File: config.mk
export PLATFORM = sky130hd
export DESIGN_NAME = or_input_debounce
export DESIGN_NICKNAME = d
export VERILOG_FILES = /design/src/rtl/or_input_debounce.sv
export SDC_FILE = /design/constraint.sdc
export NUM_CORES = 1
export LEC_CHECK = 0
export ABC_AREA = 1
export ABC_CLOCK_PERIOD_IN_PS = 3300
export CAP_MARGIN = 20
export CORE_ASPECT_RATIO = 0.8
export CORE_MARGIN = 2
export CORE_UTILIZATION = 60
export CTS_BUF_LIST = sky130_fd_sc_hd__clkbuf_16
export CTS_CLUSTER_DIAMETER = 120
export DETAILED_ROUTE_END_ITERATION = 12
export PLACE_DENSITY = 0.78
export SLEW_MARGIN = 10
export SYNTH_ARGS = -nofsm -noshare
export SYNTH_HDL_FRONTEND = slang
export SYNTH_SLANG_ARGS = --single-unit
File: constraint.sdc
create_clock -name clk -period 3.3 [get_ports clk]
set_input_delay 0.495 -clock clk [delete_from_list [all_inputs] [get_ports clk]]
set_output_delay 0.495 -clock clk [all_outputs]
set_load 0.05 [all_outputs]
File: src/rtl/or_input_debounce.sv
// Two-channel button conditioner feeding the OR gate inputs: each raw button is
// synchronised, then debounced by a stability counter, with a rising-edge pulse.
module or_input_debounce #(
  parameter int DEBOUNCE_CYCLES = 1000000
) (
  input  logic clk,
  input  logic rst,
  input  logic btn_a_raw,
  input  logic btn_b_raw,
  output logic a_clean,
  output logic b_clean,
  output logic a_rise,
  output logic b_rise
);

  localparam int CNT_W = $clog2(DEBOUNCE_CYCLES);
  localparam logic [CNT_W-1:0] CNT_MAX = CNT_W'(DEBOUNCE_CYCLES - 1);
  localparam logic [CNT_W-1:0] CNT_ONE = CNT_W'(1);

  typedef enum logic {
    STABLE_0 = 1'b0,
    STABLE_1 = 1'b1
  } state_t;

  logic [1:0] raw_s;
  logic [1:0] clean_s;
  logic [1:0] rise_s;

  assign raw_s = {btn_b_raw, btn_a_raw};

  for (genvar ch = 0; ch < 2; ch++) begin : gen_ch
    logic             sync1_r;
    logic             sync2_r;
    logic             rise_r;
    logic [CNT_W-1:0] cnt_r;
    state_t           state_r;

    // Synchroniser plus stability FSM; a bounce back to the held level clears progress.
    always_ff @(posedge clk) begin
      if (rst) begin
        sync1_r <= 1'b0;
        sync2_r <= 1'b0;
        rise_r  <= 1'b0;
        cnt_r   <= '0;
        state_r <= STABLE_0;
      end else begin
        sync1_r <= raw_s[ch];
        sync2_r <= sync1_r;
        rise_r  <= 1'b0;
        case (state_r)
          STABLE_0: begin
            if (sync2_r == 1'b1) begin
              if (cnt_r == CNT_MAX) begin
                state_r <= STABLE_1;
                cnt_r   <= '0;
                rise_r  <= 1'b1;
              end else begin
                cnt_r <= cnt_r + CNT_ONE;
              end
            end else begin
              cnt_r <= '0;
            end
          end
          STABLE_1: begin
            if (sync2_r == 1'b0) begin
              if (cnt_r == CNT_MAX) begin
                state_r <= STABLE_0;
                cnt_r   <= '0;
              end else begin
                cnt_r <= cnt_r + CNT_ONE;
              end
            end else begin
              cnt_r <= '0;
            end
          end
          default: begin
            state_r <= STABLE_0;
            cnt_r   <= '0;
          end
        endcase
      end
    end

    assign clean_s[ch] = (state_r == STABLE_1);
    assign rise_s[ch]  = rise_r;
  end

  assign a_clean = clean_s[0];
  assign b_clean = clean_s[1];
  assign a_rise  = rise_s[0];
  assign b_rise  = rise_s[1];

endmodule
# After elaboration in Yosys (flattened, before gate mapping)

Cells that the tools add are included.

Reductions and logical operators: 2
Multipliers: 0
Multiplexer cells: 18
Add/sub/neg operators: 2
Magnitude comparators: 0
Bitwise gates (word level): 2
Equal/unequal tests: 2
Divide/modulo/power cells: 0
Shifts and indexed selects: 0

Operator list:

| cell                                          | count |
|---|---|
| two-way mux 20 bit                            | 6 |
| case mux 20 bit (2 select lines)              | 2 |
| adder 20 x 1 -> 20 bit, second input constant | 2 |
| == test 20 bit, second input constant         | 2 |
| two-way mux 1 bit                             | 8 |
| case mux 1 bit (2 select lines)               | 2 |
| OR reduction 2 bit                            | 2 |
| NOT 1 bit                                     | 2 |

Memories kept: 0
Word-level logic and storage cells: 36
Memory bits (writable): 0
Input port bits: 4
ROM bits: 0
Output and inout port bits: 4
Bits in registers: 48
Latch bits: 0

# Depth between registers and ports, before layout

Word-level depth: 4
Depth in mapped cells: 9
Gate-level depth less buffers: 9

# Worst setup path after synthesis

No wires, ideal clock.

Path kind: reg-to-reg
From: reg gen_ch[1].cnt_r[0]
To: reg gen_ch[1].cnt_r[8]
Data arrival time: 1,231 ps
Cell stages (with the launch flop): 8
Library setup time: 122 ps
Path buffers: 1
Clock period less this slack: 1,353 ps
Slack: 1,947 ps
Required time: 3,178 ps
Cells stage by stage: dfxtp_1 > ha_1 > nand2_2 > nor3_2 > nand3_2 > nand2_2 > buf_6 > nor3_1

Longest elaborated chain between the ends: 4
Elaborated cells between the ends (all ways): 6
Those cells by class: add/sub (1); eq/ne (1); mux (4)

RTL lines:

| element                                                         | line   | source |
|---|---|---|
| from (decl)                                                     | 35     | `logic [CNT_W-1:0] cnt_r;` |
| from (signal assigned)                                          | 58     | `cnt_r <= cnt_r + CNT_ONE;` |
| from (signal assigned)                                          | 70     | `cnt_r <= cnt_r + CNT_ONE;` |
| adder 20 x 1 -> 20 bit / == test 20 bit (equally long branches) | --     |  |
| two-way mux 20 bit *                                            | 53, 66 |  |
| two-way mux 20 bit (on tied branches)                           | 65, 52 |  |
| case mux 20 bit (2 select lines) *                              | 50     | `case (state_r)` |

Every way passes the cells marked *; elsewhere a longest branch is shown, timed or not.
A chain may end at the register's enable or synchronous reset.

==> impl_metrics.py <==
metrics = {
    "cts": {
        "ctsHoldBuffers": 0,
        "htreeDepth": 2,
        "cts_tree": "built",
        "clockBufferDepth": 2,
        "numClockSinks": 48,
        "clockRootBuffer": "clkbuf_16",
        "clk_latency_ps": 290,
        "numCtsBuffers": 5,
        "post-cts-setup-buffer-count": 0,
        "cts.clk_slew.worst_paths_ps": 60,
        "cts_resized": 0,
    },
    "placed_design": {
        "portBuffers": 7,
        "dp_hpwl_mm": 3.118,
        "place_congestion": 0.8293,
        "placed_cell_area_um2": 2407,
    },
    "die": {
        "initial_core_util_pct": 61.81,
        "pin_count": 8,
        "dieArea_um2": 4356,
        "dieWidth_um": 73.29,
        "die_h_um": 59.44,
        "core_um2": 3729,
        "rows": 20,
    },
    "routing": {
        "drt_iter0_drc": 89,
        "drtAntennaViolNets": 0,
        "drc": 0,
        "routedWlPerCell_um": 11.33,
        "wirelength_mm": 4.250,
        "via_count": 1891,
        "vias_per_cell": 5.043,
        "drtPass1Iterations": 4,
    },
    "finish": {
        "utilization_pct": 68.29,
        "syn_to_final_growth_pct": 10.48,
        "n_antenna_cell": 0,
        "fin_nets": 336,
        "drive_gt1_share_pct": 11.48,
        "stdcell_area_um2": 2546,
    },
    "global_routing": {
        "track_usage_pct": 21.21,
        "use_met1_pct": 30.66,
        "antenna_found_initial": 0,
        "grt_pass1_wl_mm": 6.969,
        "busiest_layer": "met1",
        "grt_pass1_vias": 1600,
        "globalRouteMet2Util_pct": 29.47,
        "globalRouteMet3Util_pct": 5.612,
        "grt_overflow": 0,
        "grt_start_max_net_pins": 17,
    },
    "timing": {
        "final_hold_viol_count": 0,
        "fin_crit_ps": 2026,
        "tightest_slew_ps": 501.6,
        "setup_tns_ps": 0,
        "achievable-frequency_ghz": 0.4935,
        "skew_ps": 5.065,
        "drv_slew": 0,
        "setup_viol": 0,
        "grt_setup_unrepaired": "no",
        "slew-limit-headroom_pct": 66.46,
        "min_period_over_period_pct": 61.40,
    },
    "synth": {
        "synth_area_leaders": "dfxtp_1, nor2_1, nand2_1",
        "ys_ff_latch": 48,
        "syn_inst": 318,
        "syn_area_um2": 2305,
        "avgSynthCellArea_um2": 7.248,
        "synth_top_area_share_pct": 41.69,
        "synth_warnings": 0,
        "syn-num-nets": 324,
        "ys_seq_area_share_pct": 41.69,
        "yosysTopAreaCell": "dfxtp_1",
        "synth_cell_types": 24,
    },
    "critical_path": {
        "cp_top_family": "buffers and inverters",
        "crit_path_end_kind": "primary output",
        "critPathLaunchType": "flop",
        "worstPathRequired_ps": 2800,
        "path_class": "flop to primary output",
        "worst-path-buf-inv": 1,
        "rrSetupSlack_ps": 1630,
        "worstPathArrival_ps": 1530,
        "slowest_stage": "clkdlybuf4s50_1",
        "cp_max_fo": 5,
        "cpPeakStageDelay_ps": 840,
        "crit_chain": "clkdlybuf4s50_1",
    },
    "power": {
        "p_per_area_nw_per_um2": 427.1,
        "p_total_mw": 1.088,
        "leakage_nw": 0.9097,
        "peakVddDrop_mv": 0.3205,
    },
    "hold_path": {
        "hp-class": "flop to flop",
    },
    "run": {
        "max-cap-violations": 0,
    },
    "outcome": {
        "status": "finished, final reports clean",
    },
}
cells in the mapped netlist, drive strengths merged:
| library cell | instances |
|---|---|
| nor2 | 85 |
| xnor2 | 7 |
| nor3 | 16 |
| inv | 39 |
| o22ai | 1 |
| nand2 | 71 |
| nor4 | 1 |
| buf | 2 |
| o21a | 1 |
| dfxtp | 48 |
| nand4 | 4 |
| o21ai | 4 |
| xor2 | 9 |
| nand3 | 19 |
| ha | 2 |
| a21oi | 9 |
worst min-delay path, delay by kind of cell (launching register included):
kind	cells	cell delay (ps)
flops	1	300
buf+inv	1	40
simple gates	1	30
state kept, by name, indices dropped and copies added (netlist names), named ones only:
signal	cells
b_rise	1
gen_ch.sync1_r	2
gen_ch.sync2_r	2
gen_ch.cnt_r	40
a_rise	1
placed cells by master, fill, tap and decap left out, types with 5 or more instances in the layout:
| cell | Yosys | final |
|---|---|---|
| nor2_4 | 8 | 8 |
| dfxtp_1 | 48 | 48 |
| nand2_1 | 59 | 59 |
| nor2_1 | 74 | 74 |
| a21oi_1 | 9 | 9 |
| nand2_2 | 10 | 10 |
| clkbuf_16 | 0 | 5 |
| nor3_1 | 14 | 14 |
| clkdlybuf4s50_1 | 0 | 7 |
| xor2_1 | 9 | 9 |
| nand3_1 | 16 | 16 |
| inv_1 | 36 | 36 |
| xnor2_1 | 7 | 7 |
worst paths after layout:
path | startpoint | endpoint | cells after the start
max | flop | a_clean | 1
min | gen_ch[1].sync1_r | gen_ch[1].sync2_r | 2
max reg2reg | gen_ch[1].cnt_r[0] | gen_ch[1].cnt_r[16] | 8
min reg2reg | gen_ch[1].sync1_r | gen_ch[1].sync2_r | 2
cells by family (layout without fill, tap and decap cells):
kind of cell	count (synthesis)	count (layout)	share of synthesized area [%]
AOI/OAI and AO/OA	15	15	3.420
DFF	48	48	41.69
adders and majority gates	2	2	1.086
and+or+nand+nor	196	196	40.39
buffers and inverters	41	54	7.329
xor gates and xnor gates	16	16	6.081
layer usage:
| layer | wire length (µm) | share of wire (%) | up-vias |
|---|---|---|---|
| met5 | 0 | 0 | - |
| met4 | 79 | 1.9 | 0 |
| met3 | 165 | 3.9 | 7 |
| met2 | 1745 | 41 | 36 |
| met1 | 2259 | 53 | 832 |
| li1 | - | - | 1016 |
report_power, final:
part	switching (mW)	leakage (nW)	total [mW]	internal [mW]
Clock	0.213	0.0710	0.489	0.275
Sequential	0.00161	0.387	0.584	0.582
Combinational	0.00884	0.451	0.0152	0.00634
Total	0.224	0.910	1.09	0.864
stage by stage:
step / setup slack, ps / hold WS [ps] / cells
after floorplan: 1947 / 388.3 / 318
after global placement: 1503 / 391.8 / 367
after detailed placement: 1462 / 400.2 / 367
after CTS: 1263 / 408.9 / 375
after global routing: 1241 / 439.8 / 375
final: 1274 / 405.0 / 375
cell type report:
cell class	count	area (µm²)
Clock buffer	5	125.1
Clock inverter	3	13.76
Fill cell	322	1182
Inverter	39	146.4
Multi-Input combinational cell	229	1175
Sequential cell	48	960.9
Tap cell	44	55.05
Timing Repair Buffer	7	70.07
Power figures use the tool's default switching activity.
